## config.mk

```make
export PLATFORM = sky130hd
export DESIGN_NAME = seg_frame_scheduler
export DESIGN_NICKNAME = d
export VERILOG_FILES = /design/src/rtl/seg_frame_scheduler.sv
export SDC_FILE = /design/constraint.sdc
export NUM_CORES = 1
export LEC_CHECK = 0
export CORE_MARGIN = 2
export CORE_UTILIZATION = 42
export DETAILED_ROUTE_END_ITERATION = 6
export GPL_TIMING_DRIVEN = 0
export PLACE_DENSITY = 0.77
export SLEW_MARGIN = 10
export SYNTH_ARGS = -nofsm -noshare
export SYNTH_HDL_FRONTEND = slang
export SYNTH_SLANG_ARGS = --single-unit
```

## constraint.sdc

```tcl
create_clock -name clk -period 2 [get_ports clk]
set_clock_uncertainty 0.2 [all_clocks]
set_input_delay 0.4 -clock clk [delete_from_list [all_inputs] [get_ports clk]]
set_output_delay 0.4 -clock clk [all_outputs]
set_load 0.05 [all_outputs]
```

## src/rtl/seg_frame_scheduler.sv

```systemverilog
// ---------------------------------------------------------------------------
// seg_frame_scheduler
//
// Ping-pong ownership controller for the two segmentation output buffers
// shared by the inference writer and the result_display reader. The writer
// is granted a free buffer. Completed frames are published as READY. At each
// display start-of-frame the newest READY frame is switched onto the display,
// or the current frame is shown again. The display never reads a buffer that
// is being written.
//
// Optional feature macro: SEG_FRAME_STATS_EN
//   defined   -> saturating stat_shown / stat_dropped / stat_overrun counters
//   undefined -> stat_* outputs tied to 0, all other behaviour identical
//
// Ports
//   clk, rst        clock, synchronous active-high reset
//   wr_req          writer requests a buffer (level)
//   wr_done         pulse: granted buffer fully written
//   wr_grant        pulse: buffer granted (wr_buf_sel / wr_base_addr valid)
//   wr_buf_sel      granted buffer index, held through the fill
//   wr_base_addr    wr_buf_sel * IMAGE_WIDTH * IMAGE_HEIGHT
//   wr_abort        pulse: fill watchdog expired, fill discarded
//   disp_sof        pulse: display frame boundary
//   disp_done       pulse: result_display finished its frame
//   disp_start      pulse to result_display, one cycle after the SOF
//   disp_buf_sel    buffer currently shown
//   disp_base_addr  disp_buf_sel * IMAGE_WIDTH * IMAGE_HEIGHT
//   disp_valid      1 once any frame has been shown
//   stat_shown      new frames switched onto the display
//   stat_dropped    READY frames overwritten before being shown
//   stat_overrun    disp_sof seen while a frame was still being shown
// ---------------------------------------------------------------------------
module seg_frame_scheduler #(
  parameter int IMAGE_WIDTH  = 224,
  parameter int IMAGE_HEIGHT = 224,
  parameter int WR_TIMEOUT   = 2**20,
  parameter int STAT_W       = 16
) (
  input  logic              clk,
  input  logic              rst,
  input  logic              wr_req,
  input  logic              wr_done,
  output logic              wr_grant,
  output logic              wr_buf_sel,
  output logic [19:0]       wr_base_addr,
  output logic              wr_abort,
  input  logic              disp_sof,
  input  logic              disp_done,
  output logic              disp_start,
  output logic              disp_buf_sel,
  output logic [19:0]       disp_base_addr,
  output logic              disp_valid,
  output logic [STAT_W-1:0] stat_shown,
  output logic [STAT_W-1:0] stat_dropped,
  output logic [STAT_W-1:0] stat_overrun
);

  localparam logic [19:0] BUF_SIZE = 20'(IMAGE_WIDTH * IMAGE_HEIGHT);
  // Watchdog count value seen in the cycle the timeout expires.
  localparam logic [31:0] WD_LAST  = 32'(WR_TIMEOUT - 1);

  typedef enum logic [1:0] {FREE = 2'd0, FILLING = 2'd1, READY = 2'd2, SHOWING = 2'd3} buf_state_t;
  typedef enum logic       {W_IDLE = 1'b0, W_FILL = 1'b1} w_state_t;
  typedef enum logic [1:0] {D_IDLE = 2'd0, D_WAIT = 2'd1, D_SHOW = 2'd2} d_state_t;

  buf_state_t  buf_state_reg [2];
  buf_state_t  buf_state_next [2];
  logic        newest_reg, newest_next;
  w_state_t    w_state_reg, w_state_next;
  d_state_t    d_state_reg, d_state_next;
  logic        wr_sel_reg, wr_sel_next;
  logic        wr_grant_reg, wr_grant_next;
  logic        wr_abort_reg, wr_abort_next;
  logic [31:0] wd_reg, wd_next;
  logic        disp_sel_reg, disp_sel_next;
  logic        disp_start_reg, disp_start_next;
  logic        disp_valid_reg, disp_valid_next;

  // Single-cycle event strobes feeding the statistics counters.
  logic        show_new;
  logic        drop_fire;
  logic        overrun_fire;
  logic        wd_expire;

  assign wd_expire = (WR_TIMEOUT != 0) && (wd_reg == WD_LAST);

  // Both FSMs decide from the pre-edge buffer states. The writer only ever
  // touches a FREE, FILLING or non-newest READY buffer, while the display
  // only touches the newest READY buffer and the SHOWING buffer, so their
  // updates to buf_state_next can never target the same entry.
  always_comb begin
    buf_state_next[0] = buf_state_reg[0];
    buf_state_next[1] = buf_state_reg[1];
    newest_next       = newest_reg;
    w_state_next      = w_state_reg;
    d_state_next      = d_state_reg;
    wr_sel_next       = wr_sel_reg;
    wr_grant_next     = 1'b0;
    wr_abort_next     = 1'b0;
    wd_next           = wd_reg;
    disp_sel_next     = disp_sel_reg;
    disp_start_next   = 1'b0;
    disp_valid_next   = disp_valid_reg;
    show_new          = 1'b0;
    drop_fire         = 1'b0;
    overrun_fire      = 1'b0;

    // ---------------- writer ----------------
    case (w_state_reg)
      W_IDLE: begin
        if (wr_req) begin
          // Lowest-index FREE first; otherwise steal the stale READY frame.
          // A READY buffer is never SHOWING, so only 'newest' must be excluded.
          if (buf_state_reg[0] == FREE) begin
            wr_grant_next = 1'b1;
            wr_sel_next   = 1'b0;
          end else if (buf_state_reg[1] == FREE) begin
            wr_grant_next = 1'b1;
            wr_sel_next   = 1'b1;
          end else if (buf_state_reg[0] == READY && newest_reg != 1'b0) begin
            wr_grant_next = 1'b1;
            wr_sel_next   = 1'b0;
            drop_fire     = 1'b1;
          end else if (buf_state_reg[1] == READY && newest_reg != 1'b1) begin
            wr_grant_next = 1'b1;
            wr_sel_next   = 1'b1;
            drop_fire     = 1'b1;
          end
          if (wr_grant_next) begin
            buf_state_next[wr_sel_next] = FILLING;
            w_state_next                = W_FILL;
            wd_next                     = '0;
          end
        end
      end
      W_FILL: begin
        if (wr_done) begin
          // Completion beats a watchdog expiry in the same cycle.
          buf_state_next[wr_sel_reg] = READY;
          newest_next                = wr_sel_reg;
          w_state_next               = W_IDLE;
        end else if (wd_expire) begin
          buf_state_next[wr_sel_reg] = FREE;
          wr_abort_next              = 1'b1;
          w_state_next               = W_IDLE;
        end else begin
          wd_next = wd_reg + 32'd1;
        end
      end
      default: w_state_next = W_IDLE;
    endcase

    // ---------------- display ----------------
    case (d_state_reg)
      D_IDLE, D_WAIT: begin
        if (disp_sof) begin
          if (buf_state_reg[newest_reg] == READY) begin
            // The SHOWING buffer, if any, is always the one at disp_sel_reg.
            if (buf_state_reg[disp_sel_reg] == SHOWING)
              buf_state_next[disp_sel_reg] = FREE;
            buf_state_next[newest_reg] = SHOWING;
            disp_sel_next              = newest_reg;
            disp_valid_next            = 1'b1;
            disp_start_next            = 1'b1;
            d_state_next               = D_SHOW;
            show_new                   = 1'b1;
          end else if (buf_state_reg[disp_sel_reg] == SHOWING) begin
            disp_start_next = 1'b1;
            d_state_next    = D_SHOW;
          end
        end
      end
      D_SHOW: begin
        if (disp_sof)
          overrun_fire = 1'b1;
        if (disp_done)
          d_state_next = D_WAIT;
      end
      default: d_state_next = D_IDLE;
    endcase
  end

  always_ff @(posedge clk) begin
    if (rst) begin
      buf_state_reg[0] <= FREE;
      buf_state_reg[1] <= FREE;
      newest_reg       <= 1'b0;
      w_state_reg      <= W_IDLE;
      d_state_reg      <= D_IDLE;
      wr_sel_reg       <= 1'b0;
      wr_grant_reg     <= 1'b0;
      wr_abort_reg     <= 1'b0;
      wd_reg           <= '0;
      disp_sel_reg     <= 1'b0;
      disp_start_reg   <= 1'b0;
      disp_valid_reg   <= 1'b0;
    end else begin
      buf_state_reg[0] <= buf_state_next[0];
      buf_state_reg[1] <= buf_state_next[1];
      newest_reg       <= newest_next;
      w_state_reg      <= w_state_next;
      d_state_reg      <= d_state_next;
      wr_sel_reg       <= wr_sel_next;
      wr_grant_reg     <= wr_grant_next;
      wr_abort_reg     <= wr_abort_next;
      wd_reg           <= wd_next;
      disp_sel_reg     <= disp_sel_next;
      disp_start_reg   <= disp_start_next;
      disp_valid_reg   <= disp_valid_next;
    end
  end

  assign wr_grant       = wr_grant_reg;
  assign wr_buf_sel     = wr_sel_reg;
  assign wr_base_addr   = wr_sel_reg ? BUF_SIZE : 20'd0;
  assign wr_abort       = wr_abort_reg;
  assign disp_start     = disp_start_reg;
  assign disp_buf_sel   = disp_sel_reg;
  assign disp_base_addr = disp_sel_reg ? BUF_SIZE : 20'd0;
  assign disp_valid     = disp_valid_reg;

`ifdef SEG_FRAME_STATS_EN
  logic [STAT_W-1:0] shown_reg, dropped_reg, overrun_reg;

  // Counters stick at all-ones rather than wrapping.
  always_ff @(posedge clk) begin
    if (rst) begin
      shown_reg   <= '0;
      dropped_reg <= '0;
      overrun_reg <= '0;
    end else begin
      if (show_new && shown_reg != '1)
        shown_reg <= shown_reg + 1'b1;
      if (drop_fire && dropped_reg != '1)
        dropped_reg <= dropped_reg + 1'b1;
      if (overrun_fire && overrun_reg != '1)
        overrun_reg <= overrun_reg + 1'b1;
    end
  end

  assign stat_shown   = shown_reg;
  assign stat_dropped = dropped_reg;
  assign stat_overrun = overrun_reg;
`else
  logic stats_unused;
  assign stats_unused = ^{show_new, drop_fire, overrun_fire};

  assign stat_shown   = '0;
  assign stat_dropped = '0;
  assign stat_overrun = '0;
`endif

endmodule

```

==> results of run 1 <==
## per-stage QoR
step           instance area (um^2)  std cells
2_1_floorplan                  3380        453
3_3_place_gp                   3660        565
4_1_cts                        4290        591
5_1_grt                        4530        609
6_report                       4530        609
3_5_place_dp                   3660        565
## where the power goes
part / leakage, uW / internal [uW] / switching (uW)
combinational: 0.00153 / 262 / 596
sequential: 0.000405 / 970 / 37.3
clock: 0.0000765 / 575 / 327
## worst min-delay path by stage
stage	endpoint	depth (start not counted)
6_report	disp_valid	2
2_1_floorplan	wd_reg[31]	2
4_1_cts	disp_valid	2
3_3_place_gp	disp_valid	2
3_5_place_dp	disp_valid	2
5_1_grt	wd_reg[1]	2
## metal layers
layer,wire length [um],GRT usage,vias to the layer above
met5,0,0,-
met4,162,0.0551,0
met3,693,0.0392,18
met2,4270,0.339,161
met1,3130,0.221,1300
li1,-,-,1403
## synthesized netlist by cell type, drive strengths merged, types with 2 or more instances
cell type,count
buf,93
dfxtp,48
nor2,41
a21oi,24
nand2,20
nand3,15
xnor2,14
nand4,13
nor3,10
nand2b,8
xor2,8
clkbuf,7
inv,7
o21ai,7
nor4,6
a21o,4
and4,4
nand3b,4
a211oi,3
a31oi,3
nor2b,3
o2111ai,3
o211ai,3
a31o,2
and3,2
mux2i,2
nor4b,2
o221ai,2
o31ai,2
or3,2
## critical path: stages (launching register included)
cell and delay (ps):
dfxtp_4 370, nor4_4 360, nand4_1 220, o21ai_2 220, a2111oi_4 100, buf_6 160
buf_12 120, a21o_1 150, a21oi_1 110
## area by class of cell
type | count | area [um^2] | share of cell area
timing repair buffer | 54 | 455 | 0.101
tap | 96 | 120 | 0.0265
clock inverter | 2 | 60.1 | 0.0133
buffer | 97 | 741 | 0.164
multi-input combinational | 299 | 2000 | 0.443
clock buffer | 6 | 93.8 | 0.0207
inverter | 7 | 26.3 | 0.00580
sequential | 48 | 1030 | 0.227
## cells by family after synthesis
kind of cell,Yosys count,share of synthesized area
compound gates,58,0.131
xor+xnor,22,0.0640
fa+ha+maj,1,0.00415
buf+inv,107,0.244
flops,48,0.319
mux,2,0.00664
other cells,1,0.00124
simple gates,133,0.230
## what timing repair did
item	in CTS	in global routing
cloned	0	1
pin swaps	33	27
resized for setup	90	48
setup buffers	21	17
setup endpoints to repair	50	43
==> metrics.yaml, run 1 <==
run_status:
  status: "complete, but fails checks"
  violations: "negative setup slack"
worst_setup_path:
  required_ps: 2040
  rrSetupSlack_ps: -90
  rr_worst_depth: 8
  reg2reg_from: "wd_reg[28]"
  worstSetupStartpointType: "register"
  crit_path_end_kind: "register"
  r2r_end: "wd_reg[25]"
  crit_path_end: "wd_reg[25]"
  worstPathArrival_ps: 2130
  cp-startpoint: "wd_reg[28]"
  cp_max_fo: 6
  critical_path_class: "register to register"
grt:
  grt_pass1_wl_um: 11700
  grt_start_max_net_pins: 16
  grt_overflow: 0
  track_usage: 0.187
  antenna_found_initial: 0
  grt_pass1_vias: 2492
synth:
  yosys.area.top_type: "dfxtp_1"
  synth_area_leaders: "dfxtp_1 32%, buf_4 22%, nor2_1 5.1%, xnor2_1 4.1%, a21oi_1 3.8%"
  ys_ff_latch: 48
  synth.yosys.seq_area_share: 0.319
  synthCells: 372
  ys.flop_type: "dfxtp_1"
  yosys_warnings: 0
  synth_top_area_frac: 0.319
  avgSynthCellArea_um2: 8.10
  synth_area_um2: 3010
  synth_edf_count: 0
  async_flop_share: 0
  yosysUniqueCellTypes: 50
cts:
  cts_hold_buf: 0
  clk_pin_slew_worst_paths_ps: 90
  clock_latency_ps: 310
  h-tree-depth: 2
  clockBufferDepth: 2
  root_buffer: "clkbuf_8"
  cts_buffers: 5
  cts_tree: "built"
  cts.sinks: 48
cells_and_area:
  antenna_cells: 0
  drive_gt1_frac: 0.450
  post-route-util: 0.659
  nets: 519
  final_common_cell: "buf_4"
  final_cell_mix: "121 x buf_4, 82 x conb_1, 38 x nor2_1"
  area_growth_pct: 50.2
  largest_reg_flops: 32
  fill_cells: 545
min_path:
  worstHoldStart: "disp_valid"
  hold_class: "register to register"
power_and_ir_drop:
  power_density_nw_per_um2: 611
  leakage_uw: 0.00201
  ir_drop_v: 0.000298
  power.total_uw: 2770
drt:
  drcViolationCount: 0
  avgRoutedWirePerCell_um: 13.6
  initialDrtViolationCount: 131
  drt_first_pass_iters: 5
  routed_via_density: 4.73
  wl_um: 8250
  ant_nets: 0
  dr_total_vias: 2882
sta:
  maxSlewViolCount: 0
  maxSlewHeadroom: 0.605
  setup_tns_ps: -895
  rsz0062_at_grt: "true"
  clock.fmax_mhz: 478
  period_minus_slack_ps: 2090
  finalSetupViolCount: 21
  post-route-period-util: 1.05
  fin_ws_ps: -94.1
  hold_slack_ps: 291
  hold_violations: 0
  worstMarginPinSlew_ps: 593
placement:
  dp_hpwl_um: 4550
  gp_congestion: 0.872
  place_ws_ps: -889
  io_buffers: 16
floorplanning:
  die_h_um: 88.7
  core-area_um2: 6870
  initial_core_util: 0.439
  ioPinCount: 100
  die_area_um2: 7870
  die_w_um: 88.7
  rows: 30
run:
  cap_violations: 0
No activity file was read; power rests on OpenSTA's default activity.
==> run 2: changes to the inputs <==
--- a/config.mk
+++ b/config.mk
@@ -10,6 +10,7 @@
 export DETAILED_ROUTE_END_ITERATION = 6
 export GPL_TIMING_DRIVEN = 0
 export PLACE_DENSITY = 0.77
+export SETUP_SLACK_MARGIN = 0.05
 export SLEW_MARGIN = 10
 export SYNTH_ARGS = -nofsm -noshare
 export SYNTH_HDL_FRONTEND = slang
==> run 2 against run 1 <==
Compared with the run above:
- non-clock buffer count increased by 6
- via count is essentially flat
- critical endpoint is now wd_reg[19]
- the flow still finishes with violations (negative setup slack)
- routed wire length down 2.3%
- cell count increased by 0.99%
- largest power group unchanged
- register-to-register slack got worse by 60 ps
- sequential power barely moved
==> metrics.yaml, run 2 (synthesis results as in run 1) <==
run_status:
  status: "complete, but fails checks"
  violations: "negative setup slack"
worst_setup_path:
  reg2reg_from: "wd_reg[7]"
  rrSetupSlack_ps: -160  # -60 ps
  worstPathArrival_ps: 2160  # +30 ps
  rr_worst_depth: 7  # -1
  cp_max_fo: 4  # -2
  r2r_end: "wd_reg[19]"
  critical_path_class: "register to register"
  worstSetupStartpointType: "register"
  cp-startpoint: "wd_reg[7]"
  crit_path_end_kind: "register"
  required_ps: 2000  # -40 ps
  crit_path_end: "wd_reg[19]"
sta:
  rsz0062_at_grt: "true"
  post-route-period-util: 1.08  # +0.0318
  fin_ws_ps: -158  # -63.6 ps
  hold_violations: 0  # unchanged
  period_minus_slack_ps: 2160  # +63.6 ps
  clock.fmax_mhz: 463  # -2.9%
  finalSetupViolCount: 23  # +9.5%
  hold_slack_ps: 269  # -22.2 ps
  maxSlewViolCount: 0  # unchanged
cells_and_area:
  antenna_cells: 0  # unchanged
  final_cell_mix: "127 x buf_4, 82 x conb_1, 39 x nor2_1"
  final_common_cell: "buf_4"
  fill_cells: 540  # -0.92%
  regArea_um2: 1020  # -0.73%
  area_growth_pct: 49.9
  nets: 525  # +1.2%
  drive_gt1_frac: 0.459  # +0.00828
  fin_cells: 615  # +0.99%
  largest_reg_flops: 32  # unchanged
  multiInputGateArea_um2: 2010  # +0.12%
placement:
  place_ws_ps: -747  # +142 ps
  dp_hpwl_um: 4520  # -0.46%
  gp_congestion: 0.850  # -2.5%
  placed_cells: 565  # unchanged
  io_buffers: 16  # unchanged
cts:
  cts_hold_buf: 0  # unchanged
  cts_buffers: 5  # unchanged
  root_buffer: "clkbuf_8"
  clock_latency_ps: 310  # about the same
  h-tree-depth: 2  # unchanged
  cts_tree: "built"
  clk_pin_slew_worst_paths_ps: 100  # about the same
  cts.sinks: 48  # unchanged
  clockBufferDepth: 2  # unchanged
floorplanning:
  core-area_um2: 6870  # unchanged
  die_h_um: 88.7  # unchanged
  ioPinCount: 100  # unchanged
  die_w_um: 88.7  # unchanged
  rows: 30  # unchanged
  die_area_um2: 7870  # unchanged
  initial_core_util: 0.439  # unchanged
grt:
  grt_overflow: 0  # unchanged
  track_usage: 0.180  # -0.00714
  grt_start_max_net_pins: 16  # unchanged
  grt_pass1_vias: 2507  # +0.60%
  antenna_found_initial: 0  # unchanged
  grt_pass1_wl_um: 11300  # -3.8%
power_and_ir_drop:
  power_density_nw_per_um2: 540  # -12%
  ir_drop_v: 0.000242  # -19%
  power.total_uw: 2440  # -12%
  leakage_uw: 0.00202  # +0.56%
run:
  cap_violations: 0  # unchanged
drt:
  wl_um: 8070  # -2.3%
  drt_first_pass_iters: 4  # -1
  dr_total_vias: 2880  # -0.069%
  ant_nets: 0  # unchanged
  routed_via_density: 4.68  # -1.0%
  initialDrtViolationCount: 199  # +52%
  drcViolationCount: 0  # unchanged
  avgRoutedWirePerCell_um: 13.1  # -3.2%
min_path:
  hold_class: "register to register"
[run 2: changes by cell type in the layout (fill, tap and decap cells not counted), moves of 2 or more]
cell / change
buf_4: +6
clkinv_2: +2
clkbuf_2: -4
a21oi_1: +2
nor4_2: -2
dfxtp_1: -6
clkdlybuf4s15_2: +4
dfxtp_2: +12
bufinv_16: -2
dfxtp_4: -6
a21oi_2: -3
[run 2: report_power, final]
part | leakage, uW | total (uW) | internal [uW] | switching (uW)
registers | 0.000406 | 1010 | 976 | 35.6
logic | 0.00157 | 849 | 266 | 583
clock network | 0.0000479 | 579 | 244 | 335
total | 0.00202 | 2440 | 1490 | 953
[run 2: final cells by class]
type                       instances  area share
multi-input combinational        299       0.444
clock buffer                       5      0.0152
buffer                            97       0.165
inverter                           7     0.00582
timing repair buffer              60       0.114
tap                               96      0.0266
sequential                        48       0.226
clock inverter                     3     0.00416
[run 2: through the flow]
step | setup TNS [ps] | utilization | cell area, um^2
2_1_floorplan | 0 | - | 3390
3_3_place_gp | -21620 | 0.534 | 3670
3_5_place_dp | -21860 | 0.534 | 3670
4_1_cts | -454 | 0.623 | 4280
5_1_grt | -4190 | 0.658 | 4520
6_report | -1860 | 0.658 | 4520
[run 2: layer usage]
layer  wire [um]  track usage  up-vias
li1            -            -     1408
met1        3120        0.209     1318
met2        4150        0.318      135
met3         625       0.0401       19
met4         174       0.0716        0
met5           0            0        -
[run 2: critical path: stages, from the launching register on]
cell,delay (ps)
dfxtp_2,360
nand4_4,130
or4_4,550
o31ai_4,310
buf_6,160
a211oi_2,70
xnor2_1,190
nor2_1,80
[run 2: worst min path at each step]
stage,startpoint,endpoint,slack [ps],cells past startpoint
floorplan,wd_reg[31],wd_reg[31],250,2
global placement,disp_valid,disp_valid,250,2
detailed placement,disp_valid,disp_valid,260,2
CTS,disp_valid,disp_valid,280,2
global route,disp_valid,disp_valid,290,2
finish,disp_valid,disp_valid,270,2
[run 2: timing repair]
action / 4_1_cts / 5_1_grt
endpoints found under the hold margin: 0 / 0
gates cloned: 2 / 0
pin swaps: 16 / 45
buffers inserted: 27 / 16
endpoints found under the setup margin: 49 / 41
resized for setup: 106 / 32
==> edit 1: new RTL, settings of run 2 <==
`STAT_W`: 16 -> 12.
--- a/src/rtl/seg_frame_scheduler.sv
+++ b/src/rtl/seg_frame_scheduler.sv
@@ -36,3 +36,3 @@
   parameter int WR_TIMEOUT   = 2**20,
-  parameter int STAT_W       = 16
+  parameter int STAT_W       = 12
 ) (
Ports: changed (resized stat_dropped, stat_overrun and stat_shown); port bits go from 100 to 88. The function was not compared with the original's and may differ.
==> edit 1 against run 2 <==
The flow still finishes with violations (setup timing); setup slack lost 2.7 ps; area after synthesis shrank 3.0%; wire length grew 6.5%; power grew 6.4%; cell area shrank 1.7%; synthesized cell count shrank 3.2%; worst hold slack gained 35 ps; core utilization is essentially flat; sequential cell count is the same; critical endpoint is now buf_state_reg[0][0]$_SDFF_PP0_.
==> edit 1: results (changes against run 2) <==
metric,value,unit,change
worstHoldStart,disp_valid$_SDFFE_PP0P_,,unchanged
dp_hpwl,4590,um,was 4520 um
async_flop_share,0,,unchanged
antennaDiodeCount,0,,unchanged
htreeDepth,2,,unchanged
synthAdderAreaFrac,0.00428,,was 0.00415
cts_resized,94,,was 106
first_global_vias,2524,,was 2507
nFillCells,514,,was 540
worstHoldPathType,register to register,,unchanged
synth_compound_area_frac,0.135,,was 0.131
instances_no_fill,580,,was 615
synth_xor_area_frac,0.0659,,was 0.0640
cts.clk_slew.worst_paths,100,ps,about the same
io_buffers,16,,unchanged
cpLargestDelayFamily,simple AND/OR/NAND/NOR gates,,unchanged
antenna_found_initial,0,,unchanged
synth.distinct_cells,50,,unchanged
setup_viol,30,,was 23
crit_fanout,4,,unchanged
largest_register_ffs,32,,unchanged
clk_latency,300,ps,
slowest_delay,380,ps,was 550 ps
violations,setup timing,,unchanged
yosys-mux-area-fraction,0.00685,,was 0.00664
netlist_instances,360,,was 372
final_nets,506,,was 525
grt_max_degree,15,,was 16
synth_area_leaders,"dfxtp_1 33%, buf_4 20%, nor2_1 5.3%, xnor2_1 4.2%, a21oi_1 3.9%",,"was dfxtp_1 32%, buf_4 22%, nor2_1 5.1%, xnor2_1 4.1%, a21oi_1 3.8%"
grt_first_pass_wirelength,11600,um,was 11300 um
r2r_start,wd_reg[20]$_SDFFE_PP0P_,,was wd_reg[7]$_SDFFE_PP0P_
pre_cts_ws,-754,ps,was -747 ps
vdd_drop_max,359,uV,was 242 uV
placedCellCount,525,,was 565
worst_path_max_delay_cell,dfxtp_4,,was or4_4
place_area,0.00351,sq mm,was 0.00367 sq mm
ys_seq_area_frac,0.329,,was 0.319
crit_type,register to register,,unchanged
drt_iter0_drc,285,,was 199
drive_above_1_share,0.462,,was 0.459
grtUsageTotal,0.190,,was 0.180
first_pass_iters,5,,was 4
cts.path.max_buffers,2,,unchanged
wirelength,8590,um,was 8070 um
synthTopCellsByCount,"76 x buf_4, 48 x dfxtp_1, 41 x nor2_1, 23 x a21oi_1, 19 x nand2_1",,"was 88 x buf_4, 48 x dfxtp_1, 41 x nor2_1, 23 x a21oi_1, 19 x nand2_1"
cts_setup_buffers,24,,was 27
synth_warnings,0,,unchanged
layout_setup_ws,-160,ps,was -158 ps
status,"complete, but fails checks",,unchanged
gp_congestion,0.835,,was 0.850
tightest_slew,527,ps,
cts-root-buf,clkbuf_8,,unchanged
vias,2900,,was 2880
p_leak,1.94,nW,was 2.02 nW
fin_tns_setup,-2100,ps,was -1860 ps
==> edit 1: worst paths after layout <==
path,cells past startpoint,end,slack [ps]
max,7,buf_state_reg[0][0]$_SDFF_PP0_,-160
max reg2reg,7,buf_state_reg[0][0]$_SDFF_PP0_,-160
min reg2reg,2,disp_valid$_SDFFE_PP0P_,300
min,2,disp_valid$_SDFFE_PP0P_,300
==> edit 1: layer usage <==
metal | GRT usage | wire length [um]
met1 | 0.218 | 3130
met2 | 0.339 | 4570
met3 | 0.0398 | 557
met4 | 0.0783 | 341
met5 | 0 | 0
==> edit 1: layout make-up <==
type	count	area [sq um]	area share
plain buffers	85	653	0.147
clock inverters	1	30.0	0.00676
clock buffers	7	96.3	0.0217
repair buffers	65	572	0.129
inverters	7	26.3	0.00592
multi-input cells	287	1930	0.436
well taps	80	100	0.0225
flip-flops and latches	48	1030	0.232
==> edit 1: report_power, final <==
group	internal [mW]	switching [mW]
combinational	0.273	0.548
sequential	0.971	0.0351
clock	0.441	0.326
total	1.69	0.909
==> edit 2: new RTL, flow settings as in run 2 <==
Made on the original files. The 3 states of `d_state_t` get a one-hot encoding in 3 bits.
--- a/src/rtl/seg_frame_scheduler.sv
+++ b/src/rtl/seg_frame_scheduler.sv
@@ -63,3 +63,3 @@
   typedef enum logic       {W_IDLE = 1'b0, W_FILL = 1'b1} w_state_t;
-  typedef enum logic [1:0] {D_IDLE = 2'd0, D_WAIT = 2'd1, D_SHOW = 2'd2} d_state_t;
+  typedef enum logic [2:0] {D_IDLE = 3'b001, D_WAIT = 3'b010, D_SHOW = 3'b100} d_state_t;
 
Behaviour: same outputs for any inputs over 10 cycles, from zero or initial values and one cycle with rst high; not proved beyond that.
==> edit 2 against run 2 <==
The run still ends with setup timing left; area after synthesis increased by 10%; cell area up 2.4%; wire length grew 5.2%; sequential share of layout area decreased by 0.14 points; sequential cell count up 1; critical path depth up 1; core utilization fell by 5.6 points; count of clock-buffer cells in the layout grew 1; first-iteration DRC count decreased by 17%; non-clock buffer count decreased by 2; setup slack improved by 120 ps; power is 3.7% lower; highest routed layer unchanged.
==> edit 2: results (changes against run 2) <==
metric,value,unit,change
layout_setup_ws,-35.8,ps,was -158 ps
placedCellCount,590,,was 565
grt_first_pass_wirelength,13100,um,was 11300 um
crit_path_start,wd_reg[27]$_SDFFE_PP0P_,,was wd_reg[7]$_SDFFE_PP0P_
synthTopCellsByCount,"88 x buf_4, 49 x dfxtp_1, 32 x a21oi_1, 29 x nand2_1",,"was 88 x buf_4, 48 x dfxtp_1, 41 x nor2_1, 23 x a21oi_1, 19 x nand2_1"
dp_hpwl,5210,um,was 4520 um
synth_area_leaders,"dfxtp_1 30%, buf_4 20%, a21oi_1 4.8%, nand2_1 3.3%, o31ai_1 2.5%",,"was dfxtp_1 32%, buf_4 22%, nor2_1 5.1%, xnor2_1 4.1%, a21oi_1 3.8%"
swShare,0.377,,was 0.391
drive_above_1_share,0.434,,was 0.459
vdd_drop_max,327,uV,was 242 uV
grt_max_degree,15,,was 16
place_area,0.00392,sq mm,was 0.00367 sq mm
viasPerCell,4.92,,was 4.68
violations,setup timing,,unchanged
synth.distinct_cells,60,,was 50
setup_viol,3,,was 23
final_nets,540,,was 525
whs,267,ps,was 269 ps
first_pass_iters,5,,was 4
io_buffers,17,,was 16
drt_iter0_drc,165,,was 199
netlist_instances,390,,was 372
status,"complete, but fails checks",,unchanged
wl_per_cell,13.3,um,was 13.1 um
nFillCells,680,,was 540
grtUsageTotal,0.187,,was 0.180
r2r_start,wd_reg[27]$_SDFFE_PP0P_,,was wd_reg[7]$_SDFFE_PP0P_
pre_cts_ws,-844,ps,was -747 ps
crit_fanout,7,,was 4
## edit 2: worst max path at each step
| stage | to | slack, ps | cells after the start |
|---|---|---|---|
| final | wd_reg[6]$_SDFFE_PP0P_ | -40 | 8 |
| after global placement | wd_reg[24]$_SDFFE_PP0P_ | -760 | 7 |
| after CTS | wd_reg[6]$_SDFFE_PP0P_ | -30 | 8 |
| after detailed placement | wd_reg[6]$_SDFFE_PP0P_ | -840 | 7 |
| after floorplan | wd_reg[27]$_SDFFE_PP0P_ | 130 | 6 |
| after global routing | wd_reg[6]$_SDFFE_PP0P_ | -110 | 8 |
## edit 2: power by group through the flow
stage	clock network (mW)	logic, mW	registers, mW
global placement	0	0.682	1.04
finish	0.576	0.767	1.01
global route	0.633	0.803	1.01
floorplan	0	0.603	1.05
detailed placement	0	0.686	1.04
CTS	0.586	0.730	1.01
## edit 2: per-stage QoR
stage / TNS (ps) / utilization
6_report: -60.3 / 0.601
5_1_grt: -1620 / 0.601
4_1_cts: -54.1 / 0.582
3_5_place_dp: -21900 / 0.510
3_3_place_gp: -20450 / 0.510
2_1_floorplan: 0 / -
## edit 2: cells by family after synthesis
kind of cell | after synthesis | share of synthesized area
muxes | 3 | 0.00905
other | 1 | 0.00113
AOI/OAI and AO/OA | 93 | 0.199
and+or+nand+nor | 129 | 0.244
buffers and inverters | 108 | 0.232
DFF | 49 | 0.296
adders and majority gates | 1 | 0.00377
xor gates and xnor gates | 6 | 0.0158
## edit 2: what timing repair did
action                                  CTS  global route
buffers inserted                         29             8
gates resized for setup                  99            34
pin swaps                                31            12
cloned                                    2             0
endpoints found under the setup margin   47            47
## edit 2: worst max-delay path: stages, from the launching register on
cell     delay (ps)
dfxtp_4         370
nor4_4          380
nand4_4         190
o31ai_4         230
buf_6           190
buf_6           120
buf_6            90
or3_4           110
a21oi_2          50
## edit 2: cell type report
cell class,count,area (sq um),area share
clock inverters,2,10.0,0.00217
plain buffers,100,764,0.165
well taps,102,128,0.0276
repair buffers,55,485,0.105
flip-flops and latches,49,1040,0.224
inverters,7,26.3,0.00568
clock buffers,6,72.6,0.0157
multi-input cells,315,2100,0.454
## edit 2: per-layer routing
layer | track usage | share of wire
met5 | 0 | 0
met4 | 0.0907 | 0.021
met3 | 0.0309 | 0.062
met2 | 0.332 | 0.51
met1 | 0.217 | 0.40
